## src/rtl/drop_scheduler_pkg.sv

```systemverilog
// Shared definitions for the drop scheduler: phase encodings and default tick constants.
package drop_scheduler_pkg;

  typedef enum logic [2:0] {
    PH_IDLE  = 3'd0,
    PH_FALL  = 3'd1,
    PH_LOCK  = 3'd2,
    PH_CLEAR = 3'd3,
    PH_OVER  = 3'd4
  } phase_t;

  localparam int DEF_BASE_TICKS      = 100000000;
  localparam int DEF_LEVEL_STEP      = 6000000;
  localparam int DEF_SOFT_TICKS      = 5000000;
  localparam int DEF_LOCK_TICKS      = 50000000;
  localparam int DEF_MAX_LOCK_RESETS = 15;
  localparam int DEF_CNT_W           = 27;

  // Width needed to hold 0..max_resets, never narrower than one bit.
  function automatic int reset_count_width(input int max_resets);
    return (max_resets < 1) ? 1 : $clog2(max_resets + 1);
  endfunction

endpackage

```

## src/rtl/drop_scheduler_interval.sv

```systemverilog
// Shared interval counter: counts while enabled, flags when the count reaches limit-1.
module interval_timer
  import drop_scheduler_pkg::*;
#(
  parameter int CNT_W = DEF_CNT_W
) (
  input  logic             clk,
  input  logic             rst,
  input  logic             clear,
  input  logic             enable,
  input  logic [CNT_W-1:0] limit,
  output logic             hit
);

  logic [CNT_W-1:0] count;

  // Count register: clear wins over enable, otherwise the count holds.
  always_ff @(posedge clk or posedge rst) begin
    if (rst) begin
      count <= '0;
    end else if (clear) begin
      count <= '0;
    end else if (enable) begin
      count <= count + CNT_W'(1);
    end
  end

  // A >= test so that a limit that shrinks mid-interval fires on the next cycle.
  assign hit = (count >= (limit - CNT_W'(1)));

endmodule

```

## src/rtl/drop_scheduler.sv

```systemverilog
// Gravity and lock-delay sequencer: emits drop ticks from the level, runs the lock window, waits on row clears.
module drop_scheduler
  import drop_scheduler_pkg::*;
#(
  parameter int BASE_TICKS      = DEF_BASE_TICKS,
  parameter int LEVEL_STEP      = DEF_LEVEL_STEP,
  parameter int SOFT_TICKS      = DEF_SOFT_TICKS,
  parameter int LOCK_TICKS      = DEF_LOCK_TICKS,
  parameter int MAX_LOCK_RESETS = DEF_MAX_LOCK_RESETS,
  parameter int CNT_W           = DEF_CNT_W
) (
  input  logic       clk,
  input  logic       rst,
  input  logic       start,
  input  logic       pause,
  input  logic       soft_drop,
  input  logic [3:0] level,
  input  logic       landed,
  input  logic       moved,
  input  logic       clear_done,
  input  logic       top_out,
  output logic       drop,
  output logic       lock,
  output logic [2:0] phase,
  output logic       paused
);

  localparam int RC_W   = reset_count_width(MAX_LOCK_RESETS);
  localparam int WIDE_W = CNT_W + 4;

  localparam logic [WIDE_W-1:0] BASE_WIDE  = WIDE_W'(BASE_TICKS);
  localparam logic [WIDE_W-1:0] STEP_WIDE  = WIDE_W'(LEVEL_STEP);
  localparam logic [CNT_W-1:0]  SOFT_LIMIT = CNT_W'(SOFT_TICKS);
  localparam logic [CNT_W-1:0]  LOCK_LIMIT = CNT_W'(LOCK_TICKS);
  localparam logic [RC_W-1:0]   RC_MAX     = RC_W'(MAX_LOCK_RESETS);

  phase_t state, state_next;

  logic [RC_W-1:0]   rst_cnt, rst_cnt_next;
  logic              drop_next, lock_next;
  logic              tmr_clear, tmr_enable, tmr_hit;
  logic [CNT_W-1:0]  tmr_limit;
  logic [WIDE_W-1:0] wide_interval;
  logic [CNT_W-1:0]  drop_interval;
  logic              in_play, frozen;

  // Level interval is formed with four bits of headroom and then truncated to the counter width.
  assign wide_interval = BASE_WIDE - STEP_WIDE * {{CNT_W{1'b0}}, level};
  assign drop_interval = soft_drop ? SOFT_LIMIT : CNT_W'(wide_interval);

  assign in_play = (state == PH_FALL) || (state == PH_LOCK) || (state == PH_CLEAR);
  assign frozen  = pause && in_play;
  assign paused  = frozen;
  assign phase   = state;

  interval_timer #(
    .CNT_W (CNT_W)
  ) u_timer (
    .clk    (clk),
    .rst    (rst),
    .clear  (tmr_clear),
    .enable (tmr_enable),
    .limit  (tmr_limit),
    .hit    (tmr_hit)
  );

  // State, reset count and the registered drop/lock pulses.
  always_ff @(posedge clk or posedge rst) begin
    if (rst) begin
      state   <= PH_IDLE;
      rst_cnt <= '0;
      drop    <= 1'b0;
      lock    <= 1'b0;
    end else begin
      state   <= state_next;
      rst_cnt <= rst_cnt_next;
      drop    <= drop_next;
      lock    <= lock_next;
    end
  end

  // Next state, timer control and pulse decisions; pause freezes everything, then top_out ends play.
  always_comb begin
    state_next   = state;
    rst_cnt_next = rst_cnt;
    drop_next    = 1'b0;
    lock_next    = 1'b0;
    tmr_clear    = 1'b0;
    tmr_enable   = 1'b0;
    tmr_limit    = drop_interval;
    unique case (state)
      PH_IDLE, PH_OVER: begin
        tmr_clear = 1'b1;
        if (start) begin
          state_next   = PH_FALL;
          rst_cnt_next = '0;
        end
      end
      PH_FALL: begin
        if (frozen) begin
          state_next = state;
        end else if (top_out) begin
          state_next = PH_OVER;
          tmr_clear  = 1'b1;
        end else if (landed) begin
          state_next = PH_LOCK;
          tmr_clear  = 1'b1;
        end else if (tmr_hit) begin
          drop_next = 1'b1;
          tmr_clear = 1'b1;
        end else begin
          tmr_enable = 1'b1;
        end
      end
      PH_LOCK: begin
        tmr_limit = LOCK_LIMIT;
        if (frozen) begin
          state_next = state;
        end else if (top_out) begin
          state_next = PH_OVER;
          tmr_clear  = 1'b1;
        end else if (!landed) begin
          state_next = PH_FALL;
          tmr_clear  = 1'b1;
        end else if (moved && (rst_cnt < RC_MAX)) begin
          tmr_clear    = 1'b1;
          rst_cnt_next = rst_cnt + RC_W'(1);
        end else if (tmr_hit) begin
          lock_next    = 1'b1;
          state_next   = PH_CLEAR;
          tmr_clear    = 1'b1;
          rst_cnt_next = '0;
        end else begin
          tmr_enable = 1'b1;
        end
      end
      PH_CLEAR: begin
        if (frozen) begin
          state_next = state;
        end else if (top_out) begin
          state_next = PH_OVER;
          tmr_clear  = 1'b1;
        end else begin
          tmr_clear = 1'b1;
          if (clear_done) begin
            state_next = PH_FALL;
          end
        end
      end
      default: begin
        state_next = PH_IDLE;
        tmr_clear  = 1'b1;
      end
    endcase
  end

endmodule

```

## config.mk

```make
export PLATFORM = sky130hd
export DESIGN_NAME = drop_scheduler
export DESIGN_NICKNAME = d
export VERILOG_FILES = /design/src/rtl/drop_scheduler_pkg.sv /design/src/rtl/drop_scheduler_interval.sv /design/src/rtl/drop_scheduler.sv
export SDC_FILE = /design/constraint.sdc
export NUM_CORES = 1
export LEC_CHECK = 0
export ABC_AREA = 1
export CORE_ASPECT_RATIO = 1.2
export CORE_MARGIN = 8
export CORE_UTILIZATION = 65
export CTS_CLUSTER_DIAMETER = 150
export DETAILED_ROUTE_END_ITERATION = 10
export GPL_TIMING_DRIVEN = 0
export HOLD_SLACK_MARGIN = 0.08
export PLACE_DENSITY = 0.84
export SYNTH_ARGS = -nofsm -noshare
export SYNTH_HDL_FRONTEND = slang
export SYNTH_HIERARCHICAL = 1
export SYNTH_SLANG_ARGS = --single-unit
```

## constraint.sdc

```tcl
create_clock -name clk -period 8.7 [get_ports clk]
set_input_delay 0.87 -clock clk [delete_from_list [all_inputs] [get_ports clk]]
set_output_delay 0.87 -clock clk [all_outputs]
set_load 0.1 [all_outputs]
```

==> reports/qor.txt, run 1 <==
Max-slew headroom = 28.00%
Max-cap violations = 0
Placed Cells = 1,015
Initial antenna violation count = 0
Leak = 0.003073 uW
Post-Layout Cell Count = 1,023
Grt ovf = 0
FF+latch count, synth = 36
Post-synth cell types = 46
Core Area = 8063 um2
Chip Width = 98.96 um
Total Wirelength = 14,010 um
CTS Sinks = 36
Fraction of layout instances using a drive strength above 1 = 9.375%
Req. time, crit path = 8.91 ns
Post-synth top cells = 244 x nand2_1, 126 x nor2_1, 122 x inv_1
Largest net degree at the start of global routing = 28
Dominant cell type by area after synthesis = nand2_1
Drt wl/cell = 13.69 um
Post-CTS sizing = 0
Final hold violations = 0
Final instance area = 5823 um2
Peak per-stage delay on the critical path = 0.82 ns
Root Driver = clkbuf_8
I/O Pins = 19
Cell row count = 36
Total track usage = 25.55%
Routability-driven placement congestion ratio = 0.9393
VDD IR-drop max = 0.1544 mV
Worst-Margin Slew = 1.079 ns
Beginning of the critical path = level[2]
CTS buffer count = 5
Drt pass-1 iters = 5
Mapped Cells = 886
First-pass GRT wire length = 24,070 um
Clock Skew = 0.007276 ns
Area share of the largest cell type after synthesis = 17.06%
Synth warn = 6
CP max FO = 10
Worst Setup Start Kind = input port
Via/cell ratio = 5.531
CTS tree = built
Clock Latency Late Sink = 0.29 ns
Maximum level of the CTS H-tree = 2
Post-CTS setup buffers = 0
Post-synth EDFFs = 0
Vias = 5,658
Worst hold start = rst_cnt[1]
Final min period = 8.097 ns
Die height = 115.5 um
Vias in the first global route = 5,601
Drt drc = 0
Ys async rst share = 100.0%
Most frequent cell after synthesis = nand2_1
Port buffer count = 18
Pwr Density = 169.2 nW/um2
Tot Pwr = 985.5 uW
Sequential-to-total area share from yosys stat = 16.78%
Critical path class = input port to register
Fin crit share = 93.07%
Post-DP Area = 5727 um2
Status = finished, final reports clean
Synth Flop Type = dfrtp_1
Clk buf depth = 2
Initial Utilization = 66.57%
Unrepaired setup endpoints after global routing = no
Area grow syn2layout = 8.485%
Final setup TNS = 0 ns
Area contributors post-synth = nand2_1 17%, dfrtp_1 17%, ha_1 14%
Worst hold margin = 0.5324 ns
CP most frequent cell = nand2_1
Final Max Tran Viols = 0
Crit. End Element = register
Post-DRT Antenna Nets = 0
Final Setup Violations = 0
CTS Hold Buffers Added = 0
Hpwl dp = 11,760 um
Post-Syn Area = 5368 um2
Worst EP arrival = 8.31 ns
Initial detailed-routing violation count = 251
Hold WC Path Type = register to register
Die area = 11,430 um2
Crit path max-delay cell type = o32ai_1
RR Startpoint = phase[1]
N_diodes = 0
Fmax = 123.5 MHz
Nets = 1,001
Clock-pin slew on the worst setup and hold paths = 0.07 ns
Mean post-synth cell area = 6.058 um2
## power breakdown
group | internal [uW] | leakage (uW) | total [uW] | switching (uW)
logic | 211 | 0.00253 | 677 | 465
registers | 175 | 0.000500 | 185 | 9.32
clock network | 64.6 | 0.0000455 | 124 | 59.5
total | 451 | 0.00307 | 985 | 534
## metal layers
metal | part of all wire [%] | track usage (%)
met1 | 38 | 25.48
met2 | 54 | 50.72
met3 | 3.7 | 2.103
met4 | 4.6 | 14.36
met5 | 0 | 0
## final cells by class
type                            instances  area [um2]
Tap cell                               95       118.9
Clock buffer                            8       90.09
Timing Repair Buffer                   18       180.2
Sequential cell                        36       900.9
Buffer                                  6       42.54
Fill cell                             714        2240
Multi-Input combinational cell        724        3980
Inverter                              136       510.5
## flip-flops by register name, indices dropped and copies added (netlist names)
| name | flops |
|---|---|
| drop | 1 |
| lock | 1 |
| rst_cnt | 4 |
| phase | 3 |
| u_timer/count | 27 |
## critical path: cells and delay by family
kind,cells,cell delay (ns)
xor gates and xnor gates,2,0.37
and+or+nand+nor,33,3.81
adders and majority gates,4,1.28
AOI/OAI and AO/OA,1,0.82
buffers and inverters,6,1.11
## placed cells by master, fill, tap and decap left out, types with 4 or more instances in the layout
cell type / Yosys / layout
nor2_1: 126 / 126
nand3_1: 65 / 65
clkbuf_8: 0 / 6
nand2_1: 244 / 244
a21oi_1: 41 / 41
nand4_1: 15 / 15
o21ai_0: 22 / 22
nand3_2: 4 / 4
nand2_2: 29 / 29
inv_2: 11 / 11
xnor2_1: 11 / 11
clkbuf_1: 2 / 4
o21ai_1: 6 / 6
nor2_4: 6 / 6
nor2_2: 16 / 16
ha_1: 58 / 58
nor3_1: 10 / 10
nand3b_1: 4 / 4
conb_1: 1 / 17
inv_1: 122 / 122
clkdlybuf4s50_1: 0 / 18
dfrtp_1: 36 / 36
xor2_1: 15 / 15
## logic make-up (layout without fill, tap and decap cells)
group                      count (synthesis)  in the layout  share of synthesized area, %
AOI/OAI and AO/OA                         82             82                         8.275
xor gates and xnor gates                  28             28                         5.058
adders and majority gates                 61             61                         14.64
buffers and inverters                    142            168                         10.30
DFF                                       36             36                         16.78
other                                      1             17                       0.06986
and+or+nand+nor                          536            536                         44.87
## per-stage QoR
stage                     setup slack, ns  utilization [%]
after floorplan                     2.424                -
after global placement             0.6614            71.03
after detailed placement           0.4767            71.03
after CTS                          0.7494            72.14
after global routing              0.02190            72.22
final                              0.6032            72.22
## worst paths after layout
kind,end,slack [ns],cells after the start
min in group asynchronous,drop,0.88,2
min,rst_cnt[1],0.53,2
max,u_timer/count[19],0.60,46
max in group asynchronous,u_timer/count[24],6.87,2
max reg2reg,u_timer/count[19],3.13,37
min reg2reg,rst_cnt[1],0.53,2
(Power assumes the default switching activity.)
==> inputs of run 2 (changes only) <==
--- a/config.mk
+++ b/config.mk
@@ -7,7 +7,7 @@
 export LEC_CHECK = 0
 export ABC_AREA = 1
 export CORE_ASPECT_RATIO = 1.2
-export CORE_MARGIN = 8
+export CORE_MARGIN = 5
 export CORE_UTILIZATION = 65
 export CTS_CLUSTER_DIAMETER = 150
 export DETAILED_ROUTE_END_ITERATION = 10
==> run 2 against run 1 <==
Net effect:
- largest power group unchanged
- critical endpoint is now u_timer/count[26]
- setup slack improved by 0.11 ns
- sequential power about the same
- hold slack improved by 0.0074 ns
- non-clock buffer count unchanged
- via count decreased by 1.3%
==> reports/qor.txt, run 2 (synthesized netlist as in run 1, its figures left out) <==
Status = finished, final reports clean
Post-CTS setup buffers = 0
Final hold violations = 0
Final min period = 7.990 ns
N_diodes = 0
WP buf/inv = 4
Crit path max-delay cell type = o32ai_1
I/O Pins = 19
Drt wl/cell = 13.04 um
Drt pass-1 iters = 5
Cell row count = 36
Initial Utilization = 66.20%
Peak per-stage delay on the critical path = 0.74 ns
Clock Power Share = 15.1%
Hold path cells = 2
Area grow syn2layout = 8.765%
Clock-pin slew on the worst setup and hold paths = 0.08 ns
Sw Share = 53.22%
Pwr Density = 171.9 nW/um2
Final Max Tran Viols = 0
Fmax = 125.2 MHz
Uppermost layer routed = met4
Routability-driven placement congestion ratio = 0.9032
Post-layout util = 72.01%
Worst R2R End = u_timer/count[26]
Post-CTS sizing = 0
Post-DRT Antenna Nets = 0
RR Startpoint = phase[1]
Unrepaired setup endpoints after global routing = no
Final Setup Violations = 0
Largest reg by FF count = u_timer/count
CTS Hold Buffers Added = 0
Vias = 5,584
Fin crit share = 91.83%
Cell count of the worst reg-to-reg path = 35
Top Family by Delay on Critical Path = simple AND/OR/NAND/NOR gates
Hold WC Path Type = register to register
Clock Skew = 0.008926 ns
Root Driver = clkbuf_8
Via/cell ratio = 5.458
Drt drc = 0
Vias in the first global route = 5,485
Max-slew headroom = 30.47%
Final setup TNS = 0 ns
Tot Pwr = 1004 uW
Max reg flops = 27
Logic pwr share = 66.5%
Crit. End Element = register
Placement Setup Slack = 0.4995 ns
Worst hold start = u_timer/count[1]
Critical path class = input port to register
Internal power = 469.5 uW
Sequential Power Share = 18.4%
VDD IR-drop max = 0.1767 mV
Most frequent cells in the layout = 244 x nand2_1, 126 x nor2_1, 122 x inv_1
Most common cell after layout, fill and taps aside = nand2_1
Met3 WL post-DR = 482 um
Core Area = 8108 um2
Clock Latency Late Sink = 0.30 ns
Fillcell total = 721
Placed Cells = 1,015
Slack of the worst reg-to-reg path = 3.20 ns
Initial antenna violation count = 0
Req. time, crit path = 8.89 ns
Min setup slack post-route = 0.7104 ns
Port buffer count = 18
Min-Delay Endpoint = u_timer/count[1]
Fraction of layout instances using a drive strength above 1 = 9.483%
Worst Setup Start Kind = input port
CTS buffer count = 5
Routed wire length on met2 = 7058 um
Die height = 109.5 um
M1 WL = 5270 um
Worst EP arrival = 8.18 ns
First-pass GRT wire length = 23,230 um
Multi-input gate area = 3974 um2
Nets = 1,001
Chip Width = 92.96 um
Maximum level of the CTS H-tree = 2
Switch Pwr = 534.2 uW
Leak = 0.003081 uW
Post-Layout Cell Count = 1,023
Grt ovf = 0
CTS Sinks = 36
Flip-flop and latch area = 900.9 um2
Worst-Margin Slew = 1.042 ns
CP most frequent cell = nand2_1
Total Wirelength = 13,350 um
Hpwl dp = 11,220 um
CP max FO = 7
CTS tree = built
Total track usage = 27.76%
Largest net degree at the start of global routing = 28
Initial detailed-routing violation count = 264
Die area = 10,180 um2
Max-cap violations = 0
Clk buf depth = 2
## run 2: cell types whose count changed in the layout (fill, tap and decap cells not counted), sizes merged
cell / delta
clkinvlp: +1
clkbuf: -3
bufinv: +1
clkinv: +1
## run 2: metrics by stage
step	hold WS (ns)	area, um2
2_1_floorplan	0.4790	5428
3_3_place_gp	0.5093	5727
3_5_place_dp	0.5205	5727
4_1_cts	0.5385	5838
5_1_grt	0.5751	5838
6_report	0.5399	5838
## run 2: per-layer routing
layer  global-route usage [%]  vias up
li1                         -     2879
met1                    29.18     2509
met2                    54.92      156
met3                    2.396       40
met4                    13.40        0
met5                        0        -
## run 2: worst min-delay path: cells and delay by family (launching register included)
kind	cells	cell delay [ns]
simple gates	2	0.12
flops	1	0.39
## run 2: cell type report
type | count | share of cell area (%)
timing repair buffer | 18 | 3.086
clock inverter | 3 | 0.7287
buffer | 6 | 0.7287
inverter | 136 | 8.744
clock buffer | 5 | 1.179
multi-input combinational | 724 | 68.07
sequential | 36 | 15.43
tap | 95 | 2.036
## run 2: power groups by stage
stage          sequential (uW)  clock, uW  combinational [uW]
2_1_floorplan              223          0                 485
3_3_place_gp               188          0                 641
3_5_place_dp               188          0                 659
4_1_cts                    184        154                 662
5_1_grt                    186        161                 754
6_report                   184        151                 668
## run 2: worst max-delay path by stage
stage | startpoint | to | slack, ns | depth (start not counted)
after CTS | level[2] | u_timer/count[22] | 0.78 | 45
after global placement | level[2] | u_timer/count[20] | 0.67 | 44
after floorplan | level[2] | u_timer/count[22] | 2.42 | 44
after detailed placement | level[2] | u_timer/count[22] | 0.50 | 45
final | level[2] | u_timer/count[26] | 0.71 | 45
after global routing | level[2] | u_timer/count[20] | 0.05 | 46
